File: src/rtl/fractal_pkg.sv
// Shared sizing defaults and collector state type for the
// Mandelbrot core dispatcher.
package fractal_pkg;

  localparam int NUM_CORES = 10;
  localparam int JOB_W     = 32;
  localparam int RES_W     = 16;
  localparam int IDX_W     = 4;

  typedef enum logic {
    IDLE,
    HOLD
  } coll_state_e;

endpackage

File: src/rtl/priority_encoder.sv
// Lowest-set-bit priority encoder with an any-bit-set flag.
module priority_encoder #(
  parameter int W  = 10,
  parameter int IW = 4
) (
  input  logic [W-1:0]  req_i,
  output logic [IW-1:0] idx_o,
  output logic          any_o
);

  always_comb begin
    idx_o = '0;
    any_o = |req_i;
    for (int i = W - 1; i >= 0; i--) begin
      if (req_i[i]) idx_o = IW'(i);
    end
  end

endmodule

File: src/rtl/core_dispatcher.sv
// Dispatches pixel jobs to iteration cores and drains results round-robin.
// Optional DISPATCH_STATS_EN adds job/result/stall counters.
module core_dispatcher
  import fractal_pkg::*;
#(
  parameter int NUM_CORES = fractal_pkg::NUM_CORES,
  parameter int JOB_W     = fractal_pkg::JOB_W,
  parameter int RES_W     = fractal_pkg::RES_W,
  parameter int IDX_W     = fractal_pkg::IDX_W
) (
  input  logic                       clk,
  input  logic                       rst_n,
  input  logic                       enable,
  input  logic                       job_valid,
  output logic                       job_ready,
  input  logic [JOB_W-1:0]           job_data,
  output logic [NUM_CORES-1:0]       core_start,
  output logic [JOB_W-1:0]           core_job,
  input  logic [NUM_CORES-1:0]       core_done,
  input  logic [NUM_CORES*RES_W-1:0] core_result,
  output logic [NUM_CORES-1:0]       core_ack,
  output logic                       res_valid,
  input  logic                       res_ready,
  output logic [RES_W-1:0]           res_data,
  output logic [IDX_W-1:0]           res_core,
  output logic                       all_idle
`ifdef DISPATCH_STATS_EN
  ,
  output logic [31:0]                stat_jobs,
  output logic [31:0]                stat_results,
  output logic [31:0]                stat_stalls
`endif
);

  coll_state_e state_q, state_d;

  logic [NUM_CORES-1:0] busy_q, busy_d;
  logic [NUM_CORES-1:0] start_q, start_d;
  logic [NUM_CORES-1:0] ack_q, ack_d;
  logic [JOB_W-1:0]     job_q, job_d;
  logic [IDX_W-1:0]     rr_q, rr_d;
  logic [IDX_W-1:0]     core_q, core_d;
  logic [RES_W-1:0]     data_q, data_d;
  logic                 valid_q, valid_d;
  logic                 idle_q, idle_d;

  logic [NUM_CORES-1:0] free, cand, cand_rot;
  logic [IDX_W-1:0]     sel, rot_idx, pick;
  logic [RES_W-1:0]     pick_data;
  logic                 any_free, any_cand, accept;

  // Both operands are below NUM_CORES, so one subtraction wraps.
  function automatic logic [IDX_W-1:0] wrap_add(
    input logic [IDX_W-1:0] a,
    input logic [IDX_W-1:0] b
  );
    logic [IDX_W:0] s;
    s = {1'b0, a} + {1'b0, b};
    if (s >= (IDX_W+1)'(NUM_CORES)) s = s - (IDX_W+1)'(NUM_CORES);
    return s[IDX_W-1:0];
  endfunction

  assign free      = ~busy_q;
  assign job_ready = enable & any_free;
  assign accept    = job_valid & job_ready;
  assign cand      = core_done & busy_q;

  priority_encoder #(
    .W  (NUM_CORES),
    .IW (IDX_W)
  ) u_disp_pe (
    .req_i (free),
    .idx_o (sel),
    .any_o (any_free)
  );

  always_comb begin
    cand_rot = '0;
    for (int k = 0; k < NUM_CORES; k++) begin
      cand_rot[k] = cand[wrap_add(IDX_W'(k), rr_q)];
    end
  end

  priority_encoder #(
    .W  (NUM_CORES),
    .IW (IDX_W)
  ) u_rr_pe (
    .req_i (cand_rot),
    .idx_o (rot_idx),
    .any_o (any_cand)
  );

  assign pick = wrap_add(rot_idx, rr_q);

  always_comb begin
    pick_data = '0;
    for (int i = 0; i < NUM_CORES; i++) begin
      if (pick == IDX_W'(i)) pick_data = core_result[i*RES_W +: RES_W];
    end
  end

  always_comb begin
    state_d = state_q;
    busy_d  = busy_q;
    start_d = '0;
    ack_d   = '0;
    job_d   = job_q;
    rr_d    = rr_q;
    core_d  = core_q;
    data_d  = data_q;
    valid_d = valid_q;
    unique case (state_q)
      IDLE: begin
        if (any_cand) begin
          core_d  = pick;
          data_d  = pick_data;
          valid_d = 1'b1;
          state_d = HOLD;
        end
      end
      HOLD: begin
        if (res_ready) begin
          ack_d          = NUM_CORES'(1) << core_q;
          busy_d[core_q] = 1'b0;
          rr_d           = wrap_add(core_q, IDX_W'(1));
          valid_d        = 1'b0;
          state_d        = IDLE;
        end
      end
      default: state_d = IDLE;
    endcase
    // The acked core is still busy here, so sel never collides with it.
    if (accept) begin
      start_d = NUM_CORES'(1) << sel;
      busy_d  = busy_d | start_d;
      job_d   = job_data;
    end
    idle_d = (busy_d == '0) & ~valid_d;
  end

  always_ff @(posedge clk or negedge rst_n) begin
    if (!rst_n) begin
      state_q <= IDLE;
      busy_q  <= '0;
      start_q <= '0;
      ack_q   <= '0;
      job_q   <= '0;
      rr_q    <= '0;
      core_q  <= '0;
      data_q  <= '0;
      valid_q <= 1'b0;
      idle_q  <= 1'b1;
    end else begin
      state_q <= state_d;
      busy_q  <= busy_d;
      start_q <= start_d;
      ack_q   <= ack_d;
      job_q   <= job_d;
      rr_q    <= rr_d;
      core_q  <= core_d;
      data_q  <= data_d;
      valid_q <= valid_d;
      idle_q  <= idle_d;
    end
  end

  assign core_start = start_q;
  assign core_ack   = ack_q;
  assign core_job   = job_q;
  assign res_valid  = valid_q;
  assign res_data   = data_q;
  assign res_core   = core_q;
  assign all_idle   = idle_q;

`ifdef DISPATCH_STATS_EN
  logic [31:0] jobs_q, results_q, stalls_q;

  always_ff @(posedge clk or negedge rst_n) begin
    if (!rst_n) begin
      jobs_q    <= '0;
      results_q <= '0;
      stalls_q  <= '0;
    end else begin
      if (accept) jobs_q <= jobs_q + 32'd1;
      if (valid_q & res_ready) results_q <= results_q + 32'd1;
      if (job_valid & ~job_ready) stalls_q <= stalls_q + 32'd1;
    end
  end

  assign stat_jobs    = jobs_q;
  assign stat_results = results_q;
  assign stat_stalls  = stalls_q;
`endif

endmodule

File: config.mk
export PLATFORM = sky130hd
export DESIGN_NAME = core_dispatcher
export DESIGN_NICKNAME = d
export VERILOG_FILES = /design/src/rtl/fractal_pkg.sv /design/src/rtl/priority_encoder.sv /design/src/rtl/core_dispatcher.sv
export SDC_FILE = /design/constraint.sdc
export NUM_CORES = 1
export LEC_CHECK = 0
export CORE_MARGIN = 3
export CORE_UTILIZATION = 40
export CTS_BUF_LIST = sky130_fd_sc_hd__clkbuf_8
export CTS_CLUSTER_SIZE = 12
export DETAILED_ROUTE_END_ITERATION = 6
export PLACE_DENSITY_LB_ADDON = 0.15
export SYNTH_ARGS = -nofsm -noshare
export SYNTH_HDL_FRONTEND = slang
export SYNTH_SLANG_ARGS = --single-unit
File: constraint.sdc
create_clock -name clk -period 14.05 [get_ports clk]
set_clock_uncertainty 0.1 [all_clocks]
set_input_delay 3.5125 -clock clk [delete_from_list [all_inputs] [get_ports clk]]
set_output_delay 3.5125 -clock clk [all_outputs]
set_load 0.02 [all_outputs]
=== After elaboration in Yosys (flattened, before gate mapping) ===
Index checks and enable logic that the tools add are counted.
Widths: inputs -> output; s select.

* Output and inout bits: 75
* Bits in registers: 89
* Bits of input ports: 207

* Bitwise logic cells: 10
* Equal/unequal tests: 9
* Order comparisons: 24
* Shifts and indexed selects: 2
* $add $sub $neg: 23
* Multiplexer cells: 76
* Reductions and logical operators: 7

{| class="wikitable"
|+ Operator list
! cell !! number
|-
| $mux 16 || 10
|-
| $mux 4 || 32
|-
| $mux 10 || 6
|-
| $ge 5x4->1 const B || 11
|-
| $lt 4x5->1 const B || 11
|-
| $sub 4x4->4 const B || 12
|-
| $bmux 1 s4 || 10
|-
| $add 3x4->5 const A || 4
|-
| $and 10x10->10 || 2
|-
| $not 10->10 || 2
|-
| $reduce_or 10->1 || 2
|-
| $shl 1x4->10 const A || 2
|-
| $eq 4x3->1 const B || 4
|-
| $mux 1 || 15
|-
| $add 2x4->5 const A || 2
|-
| $add 4x4->5 const A || 2
|-
| $logic_not 10->1 || 1
|-
| $or 10x10->10 || 1
|-
| $eq 4x2->1 const B || 2
|-
| $eq 4x4->1 const B || 2
|-
| $add 1x4->5 const A || 1
|-
| $add 4x1->5 const B || 1
|-
| $add 4x4->5 || 1
|-
| $demux 1 s4 || 1
|-
| 9 further kinds || 14
|}

=== Longest topological paths before layout ===
Gate-level depths: netlist of the first run.

* Word-level depth: 29
* Gate-level depth with buffers: 31
* Mapped depth without buffers: 26

=== By module ===
From an unflattened synthesis of the first run, not the netlist that was laid out.

* Cell total of the unflattened synthesis: 792
* Area, all modules: 7123.1 µm²

{| class="wikitable"
|+ Modules (own cells, without submodules)
! module !! cells an instance !! instances !! sequential area each (µm²) !! area an instance (µm²)
|-
| core_dispatcher || 756 || 1 || 2228.4 || 6920.4
|-
| priority_encoder || 18 || 2 || 0.0 || 101.3
|}

=== Worst setup path before layout of the first run ===
OpenSTA, ideal clock, no wires.

* Kind: input port to flip-flop
* Start: input core_done[2]
* End: register data_q[8], in the netlist res_data[8]
* Cell stages on the path: 24
* Library setup time: 125 ps
* Required time: 13825 ps
* Setup slack: 5646 ps
* Buffers on the path: 3
* Arrival: 8178 ps
* Cell sequence: nand3_1 > o21ai_1 > mux4_2 > mux2_2 > a22oi_1 > o21ai_0 > o21ai_0 > a21oi_1 > ha_1 > fa_1 > xnor2_1 > ha_1 > clkbuf_1 > inv_1 > a31o_2 > a31oi_4 > xnor2_1 > buf_2 > and2_1 > buf_2 > a22o_1 > a211oi_1 > o22ai_1 > mux2_4

* Longest elaborated chain between the ends: 27

{| class="wikitable"
|+ RTL lines
! element !! line !! source
|-
| start: declaration || core_dispatcher.sv:19 || <nowiki>input logic [NUM_CORES-1:0] core_done,</nowiki>
|-
| $and 10x10->10 (*) || core_dispatcher.sv:66 || <nowiki>assign cand = core_done & busy_q;</nowiki>
|-
| $bmux 1 s4 || core_dispatcher.sv:80 || <nowiki>cand_rot[k] = cand[wrap_add(IDX_W'(k), rr_q)];</nowiki>
|-
| $mux 1 (implied by the code) || core_dispatcher.sv:80 ||
|-
| $mux 4 (10 in series) || priority_encoder.sv:15 || <nowiki>if (req_i[i]) idx_o = IW'(i);</nowiki>
|-
| $add 4x4->5 || core_dispatcher.sv:58 || <nowiki>s = {1'b0, a} + {1'b0, b};</nowiki>
|-
| $sub 4x4->4 / $ge 5x4->1 (equally long branches) || core_dispatcher.sv:59 || <nowiki>if (s >= (IDX_W+1)'(NUM_CORES)) s = s - (IDX_W+1)'(NUM_CORES);</nowiki>
|-
| $mux 4 || core_dispatcher.sv:59 ||
|-
| $logic_not 4->1 || core_dispatcher.sv:98 || <nowiki>if (pick == IDX_W'(i)) pick_data = core_result[i*RES_W +: RES_W];</nowiki>
|-
| $mux 16 (10 in series) || core_dispatcher.sv:98 ||
|-
| end signal: assignment || core_dispatcher.sv:161 || <nowiki>data_q <= data_d;</nowiki>
|-
| end: declaration || core_dispatcher.sv:43 || <nowiki>logic [RES_W-1:0] data_q, data_d;</nowiki>
|}

Mark *: on every way between the ends. The rest lies on a longest branch, timed or not. The select of a mux whose other input is x is not followed.
A chain may end at the register's enable or synchronous reset.

=== Final worst setup path of the first run ===
* Start: input core_done[6]
* End: register data_q[5], in the netlist res_data[5]

The elaborated chain is that of the path after synthesis.

==> results of run 1 <==
-- flip-flops by register name, summed over array words and instances, names as in the netlist, 4 cells and up --
| register | cells |
|---|---|
| rr_q | 4 |
| busy_q | 10 |
| core_start | 10 |
| core_job | 32 |
| core_ack | 10 |
| res_data | 16 |
| res_core | 4 |
-- cell type report --
class	count	area share [%]
Inverter	45	1.57
Clock buffer	9	1.15
Timing Repair Buffer	291	26.9
Clock inverter	7	0.629
Antenna cell	3	0.0699
Multi-Input combinational cell	694	46.3
Sequential cell	89	20.8
Tap cell	229	2.67
-- through the flow --
| stage | area (um^2) | instances |
|---|---|---|
| after floorplan | 7620 | 884 |
| after global placement | 10500 | 1348 |
| after detailed placement | 10500 | 1348 |
| after CTS | 10700 | 1364 |
| after global routing | 10700 | 1367 |
| final | 10700 | 1367 |
-- cells in the final DEF (no fill, tap or decap), drive strengths merged, types with 16 or more instances in the layout --
cell	instances
nor3	16
mux2	51
ha	34
clkdlybuf4s50	280
nand2	107
nand3	31
a221oi	29
a21oi	63
nor2	47
o21ai	55
dfrtp	88
mux2i	41
inv	50
-- kinds of logic (layout without fill, tap and decap cells) --
| group | count (synthesis) | after routing | synth area share [%] |
|---|---|---|---|
| buffers and inverters | 101 | 352 | 5.93 |
| flip-flops | 89 | 89 | 29.2 |
| adder cells (fa/ha/maj) | 36 | 36 | 6.11 |
| XOR/XNOR | 18 | 18 | 2.17 |
| other | 0 | 3 | 0 |
| AND/OR/NAND/NOR | 273 | 273 | 17.4 |
| multiplexers | 97 | 97 | 14.6 |
| AO/OA/AOI/OAI | 270 | 270 | 24.5 |
-- worst paths after layout --
kind | startpoint | end | slack, ns | cells after the start
min | res_valid | all_idle | 0.37 | 1
max | core_done[6] | res_data[5] | 4.50 | 22
min in group asynchronous | rst_n | core_job[20] | 2.91 | 1
max in group asynchronous | rst_n | res_core[0] | 9.78 | 2
max reg2reg | rr_q[1] | res_data[5] | 5.69 | 25
min reg2reg | res_valid | all_idle | 0.37 | 1
-- per-layer routing --
metal  vias up  track usage [%]
met5         -                0
met4         0             9.37
met3        44             5.56
met2       331             41.3
met1      3666             29.5
li1       3756                -
-- critical path, cell delays in order --
cell and delay, ns:
clkdlybuf4s50_1 0.45, nand3_1 0.14, o21ai_1 0.18, mux4_2 0.51, mux2_2 0.27, a22oi_1 0.26
o21ai_0 0.13, o21ai_0 0.17, a21oi_1 0.11, ha_2 0.20, fa_1 0.47, xnor2_1 0.43
ha_1 0.38, inv_1 0.08, a31o_2 0.24, a31oi_4 0.28, nand3_1 0.17, a21oi_4 0.89
nand2_1 0.25, o22ai_1 0.22, o22ai_1 0.10, mux2_4 0.27
==> flow_summary.html, run 1 <==
<table>
<tr><th>Metric</th><th>Value</th></tr>
<tr><th colspan="2">Floorplan</th></tr>
<tr><td>Die Area</td><td>20,700 um^2</td></tr>
<tr><td>Die Span Y</td><td>144 um</td></tr>
<tr><td>Placeable core region</td><td>18,300 um^2</td></tr>
<tr><td>Site row count</td><td>49</td></tr>
<tr><td>Die W</td><td>144 um</td></tr>
<tr><td>Starting density of the core</td><td>41.6%</td></tr>
<tr><td>Boundary pin count</td><td>282</td></tr>
<tr><th colspan="2">Yosys</th></tr>
<tr><td>Count of warnings emitted by yosys</td><td>0</td></tr>
<tr><td>Seq cells post-synth</td><td>89</td></tr>
<tr><td>Distinct cell type count after synthesis</td><td>81</td></tr>
<tr><td>Cell type contributing the most total cell area after synthesis</td><td>dfrtp_1</td></tr>
<tr><td>Largest cells by area after synthesis</td><td>dfrtp_1 (29%), mux2_2 (6.9%), ha_1 (5.6%)</td></tr>
<tr><td>Avg Synthesized Cell Area</td><td>8.62 um^2</td></tr>
<tr><td>Post-synth ARST share</td><td>100%</td></tr>
<tr><td>Fraction of the yosys area taken by sequential cells</td><td>29.2%</td></tr>
<tr><td>Primary FF master, synth</td><td>dfrtp_1</td></tr>
<tr><td>Number of flops mapped to enable cells by yosys</td><td>0</td></tr>
<tr><td>Area share of the largest cell type after synthesis</td><td>28.9%</td></tr>
<tr><td>Area of the mapped netlist</td><td>7620 um^2</td></tr>
<tr><td>Net Count, Synth</td><td>1,127</td></tr>
<tr><td>Most numerous cell types in the synthesized netlist</td><td>nand2_1 (107), dfrtp_1 (88), a21oi_1 (61)</td></tr>
<tr><td>Most frequent cell after synthesis</td><td>nand2_1</td></tr>
<tr><td>Synthesized netlist cell count</td><td>884</td></tr>
<tr><th colspan="2">Detailed routing</th></tr>
<tr><td>DRC violations left</td><td>0</td></tr>
<tr><td>Via count of the routed design</td><td>7,797</td></tr>
<tr><td>Top routing layer in use</td><td>met4</td></tr>
<tr><td>Number of detailed-routing iterations run before antenna repair</td><td>5</td></tr>
<tr><td>Total routed wire length on the met1 layer</td><td>10,400 um</td></tr>
<tr><td>Met2 wirelength from detailed routing</td><td>13,200 um</td></tr>
<tr><td>Average wire per cell in the routed design</td><td>19.3 um</td></tr>
<tr><td>Antenna-violating nets left</td><td>0</td></tr>
<tr><td>Total wirelength of the detailed-routed design</td><td>26,400 um</td></tr>
<tr><td>Routed length on met3</td><td>1910 um</td></tr>
<tr><td>Routed via count divided by cell count</td><td>5.70</td></tr>
<tr><td>Initial DRC Count</td><td>640</td></tr>
<tr><th colspan="2">Outcome</th></tr>
<tr><td>Status</td><td>finished clean</td></tr>
<tr><th colspan="2">Timing</th></tr>
<tr><td>Max Clock Freq</td><td>105 MHz</td></tr>
<tr><td>Unrepaired setup endpoints after global routing</td><td>no</td></tr>
<tr><td>Slew headroom</td><td>26.8%</td></tr>
<tr><td>Post-Route Hold Slack</td><td>0.372 ns</td></tr>
<tr><td>Total setup violations reported at the end of the flow</td><td>0</td></tr>
<tr><td>Fin crit share</td><td>68.0%</td></tr>
<tr><td>Number of pins with negative max-slew slack in the final report</td><td>0</td></tr>
<tr><td>Final Hold Violating Endpoints</td><td>0</td></tr>
<tr><td>Min Tclk post-route</td><td>9.55 ns</td></tr>
<tr><td>Worst-margin pin slew</td><td>1.10 ns</td></tr>
<tr><td>Aggregate negative setup slack</td><td>0 ns</td></tr>
<tr><td>Smallest setup slack after layout</td><td>4.50 ns</td></tr>
<tr><th colspan="2">CTS</th></tr>
<tr><td>Clk sink count</td><td>89</td></tr>
<tr><td>CTS tree</td><td>done</td></tr>
<tr><td>CTS root buf</td><td>clkbuf_8</td></tr>
<tr><td>Number of H-tree levels</td><td>3</td></tr>
<tr><td>Cts hold-fix bufs</td><td>0</td></tr>
<tr><td>Clock input transition at the sequential cells of the worst setup and hold paths</td><td>0.10 ns</td></tr>
<tr><td>Number of buffers inserted by post-CTS setup repair</td><td>0</td></tr>
<tr><td>CTS Buffer Depth</td><td>2</td></tr>
<tr><td>Clock latency at the later pin of the worst-skew pair</td><td>0.37 ns</td></tr>
<tr><td>Post-CTS sizing</td><td>0</td></tr>
<tr><td>TritonCTS Buffers</td><td>9</td></tr>
<tr><th colspan="2">Cells and area</th></tr>
<tr><td>Proportion of layout cells with a drive suffix above 1</td><td>9.69%</td></tr>
<tr><td>Layout filler cell count</td><td>1,698</td></tr>
<tr><td>Net count, final</td><td>1,373</td></tr>
<tr><td>Register area</td><td>2230 um^2</td></tr>
<tr><td>Area growth from synthesis to layout</td><td>40.9%</td></tr>
<tr><td>Utilization of the core after routing</td><td>58.6%</td></tr>
<tr><td>Footprint of the multi-input gates</td><td>4970 um^2</td></tr>
<tr><th colspan="2">Critical path</th></tr>
<tr><td>Startpoint Class</td><td>input port</td></tr>
<tr><td>Crit path DAT</td><td>9.72 ns</td></tr>
<tr><td>Worst Setup Path Type</td><td>in -&gt; reg</td></tr>
<tr><td>Max FO, Critical Path</td><td>45</td></tr>
<tr><td>Endpoint required time on the critical path</td><td>14.22 ns</td></tr>
<tr><td>Critical Path End Type</td><td>flop</td></tr>
<tr><th colspan="2">Worst hold path</th></tr>
<tr><td>Hold/Removal Path Class</td><td>reg -&gt; reg</td></tr>
<tr><th colspan="2">Placement</th></tr>
<tr><td>Weighted congestion at the end of routability-driven global placement</td><td>0.979</td></tr>
<tr><td>Pre-CTS setup slack</td><td>4.16 ns</td></tr>
<tr><td>HPWL Detailed</td><td>20,900 um</td></tr>
<tr><td>Port buffer count</td><td>281</td></tr>
<tr><th colspan="2">Job</th></tr>
<tr><td>Number of maximum-capacitance violations</td><td>0</td></tr>
<tr><th colspan="2">Global routing</th></tr>
<tr><td>Vias in the first global route</td><td>7,396</td></tr>
<tr><td>Total routing resource utilization after global routing</td><td>24.1%</td></tr>
<tr><td>Antenna violations before repair</td><td>3</td></tr>
<tr><td>Largest net degree at the start of global routing</td><td>68</td></tr>
<tr><td>First-pass GRT wire length</td><td>39,500 um</td></tr>
<tr><td>Overall overflow remaining after global route</td><td>0</td></tr>
</table>
Power of run 1 is left out: the tool's default activity adds up to more than one toggle a clock period on the data nets, which glitch-free logic cannot reach.
==> run 2, diff against run 1 <==
==> constraint.sdc (replaced) <==
create_clock -name clk -period 8.22 [get_ports clk]
set_clock_uncertainty 0.1 [all_clocks]
set_input_delay 2.055 -clock clk [delete_from_list [all_inputs] [get_ports clk]]
set_output_delay 2.055 -clock clk [all_outputs]
set_load 0.02 [all_outputs]
==> run 2 against run 1 <==
Compared with the run above:
- hold slack got worse by 0.0094 ns
- first-iteration DRC count rose by 9.7%
- critical path depth did not move
- largest cell class unchanged
- register-to-register slack got worse by 4.6 ns
- die area did not move
- routed wire length fell by 0.61%
- sequential share of layout area fell by 0.24 points
- count of clock-buffer cells in the layout did not move
- utilization rose by 0.68 points
- worst setup slack got worse by 3.9 ns
- via count rose by 1.5%
==> flow_summary.html, run 2 (synthesized netlist as in run 1, its figures left out) <==
<table>
<tr><th>Metric</th><th>Value</th></tr>
<tr><th colspan="2">Detailed routing</th></tr>
<tr><td>Number of detailed-routing iterations run before antenna repair</td><td>5</td></tr>
<tr><td>Antenna-violating nets left</td><td>0</td></tr>
<tr><td>Initial DRC Count</td><td>702</td></tr>
<tr><td>Average wire per cell in the routed design</td><td>19.0 um</td></tr>
<tr><td>Via count of the routed design</td><td>7,913</td></tr>
<tr><td>Routed via count divided by cell count</td><td>5.74</td></tr>
<tr><td>DRC violations left</td><td>0</td></tr>
<tr><td>Total wirelength of the detailed-routed design</td><td>26,300 um</td></tr>
<tr><th colspan="2">CTS</th></tr>
<tr><td>CTS root buf</td><td>clkbuf_8</td></tr>
<tr><td>Number of buffers inserted by post-CTS setup repair</td><td>0</td></tr>
<tr><td>Cts hold-fix bufs</td><td>0</td></tr>
<tr><td>Number of H-tree levels</td><td>3</td></tr>
<tr><td>Post-CTS sizing</td><td>0</td></tr>
<tr><td>TritonCTS Buffers</td><td>9</td></tr>
<tr><td>Clk sink count</td><td>89</td></tr>
<tr><td>Clock input transition at the sequential cells of the worst setup and hold paths</td><td>0.10 ns</td></tr>
<tr><td>CTS Buffer Depth</td><td>2</td></tr>
<tr><td>CTS tree</td><td>done</td></tr>
<tr><td>Clock latency at the later pin of the worst-skew pair</td><td>0.37 ns</td></tr>
<tr><th colspan="2">Critical path</th></tr>
<tr><td>Worst path depth</td><td>22</td></tr>
<tr><td>R2R setup slack</td><td>1.12 ns</td></tr>
<tr><td>Cells traversed along the worst timing path</td><td>clkdlybuf4s50_1, nand3_1, o21ai_1, mux4_2, mux2_2, a22oi_1, o21ai_0, o21ai_0, a21oi_1, ha_2, fa_1, xnor2_1, ha_1, nor2_1, o211a_1, o31ai_1, nand2_1, and3_1, a22o_1, a211oi_1, o22ai_1, mux2_4</td></tr>
<tr><td>Worst Setup Path Type</td><td>in -&gt; reg</td></tr>
<tr><td>Max FO, Critical Path</td><td>8</td></tr>
<tr><td>Startpoint Class</td><td>input port</td></tr>
<tr><td>Cell with the largest stage delay on the worst path</td><td>mux4_2</td></tr>
<tr><td>Top cell family by delay on the critical path</td><td>compound AO/OA/AOI/OAI gates</td></tr>
<tr><td>Maximum cell stage delay along the critical path</td><td>0.53 ns</td></tr>
<tr><td>Critical Path End Type</td><td>flop</td></tr>
<tr><td>Worst R2R Path Depth</td><td>23</td></tr>
<tr><td>Worst setup path startpoint</td><td>core_done[2]</td></tr>
<tr><td>Start of the worst register-to-register path</td><td>rr_q[3]</td></tr>
<tr><td>Endpoint required time on the critical path</td><td>8.38 ns</td></tr>
<tr><td>Library cell appearing most often on the critical path</td><td>o21ai_0</td></tr>
<tr><td>Crit path DAT</td><td>7.73 ns</td></tr>
<tr><td>Bufs and invs on worst path</td><td>1</td></tr>
<tr><th colspan="2">Timing</th></tr>
<tr><td>Total setup violations reported at the end of the flow</td><td>0</td></tr>
<tr><td>Final Hold Violating Endpoints</td><td>0</td></tr>
<tr><td>Slew headroom</td><td>28.6%</td></tr>
<tr><td>Fin crit share</td><td>92.1%</td></tr>
<tr><td>Unrepaired setup endpoints after global routing</td><td>no</td></tr>
<tr><td>Max Clock Freq</td><td>132 MHz</td></tr>
<tr><td>Aggregate negative setup slack</td><td>0 ns</td></tr>
<tr><td>Post-Route Hold Slack</td><td>0.362 ns</td></tr>
<tr><td>Number of pins with negative max-slew slack in the final report</td><td>0</td></tr>
<tr><td>Min Tclk post-route</td><td>7.57 ns</td></tr>
<tr><td>Worst-margin pin slew</td><td>1.07 ns</td></tr>
<tr><th colspan="2">Global routing</th></tr>
<tr><td>Antenna violations before repair</td><td>2</td></tr>
<tr><td>Vias in the first global route</td><td>7,504</td></tr>
<tr><td>First-pass GRT wire length</td><td>39,700 um</td></tr>
<tr><td>Total routing resource utilization after global routing</td><td>24.1%</td></tr>
<tr><td>Overall overflow remaining after global route</td><td>0</td></tr>
<tr><td>Largest net degree at the start of global routing</td><td>57</td></tr>
<tr><th colspan="2">Floorplan</th></tr>
<tr><td>Die Span Y</td><td>144 um</td></tr>
<tr><td>Starting density of the core</td><td>41.6%</td></tr>
<tr><td>Die W</td><td>144 um</td></tr>
<tr><td>Boundary pin count</td><td>282</td></tr>
<tr><td>Site row count</td><td>49</td></tr>
<tr><td>Placeable core region</td><td>18,300 um^2</td></tr>
<tr><td>Die Area</td><td>20,700 um^2</td></tr>
<tr><th colspan="2">Cells and area</th></tr>
<tr><td>Utilization of the core after routing</td><td>59.2%</td></tr>
<tr><td>Layout filler cell count</td><td>1,655</td></tr>
<tr><td>Max reg flops</td><td>32</td></tr>
<tr><td>Most common cell after layout, fill and taps aside</td><td>clkdlybuf4s50_1</td></tr>
<tr><td>Proportion of layout cells with a drive suffix above 1</td><td>10.7%</td></tr>
<tr><td>Net count, final</td><td>1,386</td></tr>
<tr><td>Area growth from synthesis to layout</td><td>42.5%</td></tr>
<tr><td>Most frequent cells in the layout</td><td>clkdlybuf4s50_1 (280), nand2_1 (107), dfrtp_1 (88)</td></tr>
<tr><th colspan="2">Worst hold path</th></tr>
<tr><td>Hold/Removal Path Class</td><td>reg -&gt; reg</td></tr>
<tr><td>Worst Min Path Start</td><td>res_valid</td></tr>
<tr><td>Cell count of the worst hold path</td><td>1</td></tr>
<tr><th colspan="2">Placement</th></tr>
<tr><td>HPWL Detailed</td><td>20,900 um</td></tr>
<tr><td>Port buffer count</td><td>281</td></tr>
<tr><td>Weighted congestion at the end of routability-driven global placement</td><td>0.927</td></tr>
<tr><th colspan="2">Outcome</th></tr>
<tr><td>Status</td><td>finished clean</td></tr>
<tr><th colspan="2">Job</th></tr>
<tr><td>Number of maximum-capacitance violations</td><td>0</td></tr>
</table>
[run 2: cell type report]
class | count | area, um^2 | area share, %
multi-input cells | 694 | 4970 | 45.7
clock inverters | 7 | 72.6 | 0.668
repair buffers | 304 | 3010 | 27.7
clock buffers | 9 | 124 | 1.14
diodes | 2 | 5.00 | 0.0461
flip-flops and latches | 89 | 2230 | 20.5
well taps | 229 | 287 | 2.64
inverters | 45 | 169 | 1.56
[run 2: metal layers]
layer	track usage (%)	wire length [um]
met5	0	0
met2	41.3	13200
met4	7.98	745
met1	30.6	10400
met3	4.56	1930
[run 2: stage by stage]
step | cells | instance area (um^2) | setup WS, ns
finish | 1379 | 10900 | 0.648
global route | 1379 | 10900 | 0.240
CTS | 1377 | 10900 | 0.737
detailed placement | 1361 | 10700 | 0.333
global placement | 1361 | 10700 | 0.443
floorplan | 884 | 7620 | 1.27
[run 2: final timing paths]
path | end
setup / recovery | res_data[8]
setup reg to reg | res_data[8]
hold reg to reg | all_idle
hold / removal | all_idle
max in group asynchronous | core_job[17]
min in group asynchronous | core_job[18]
Power of run 2 is left out for the same reason.
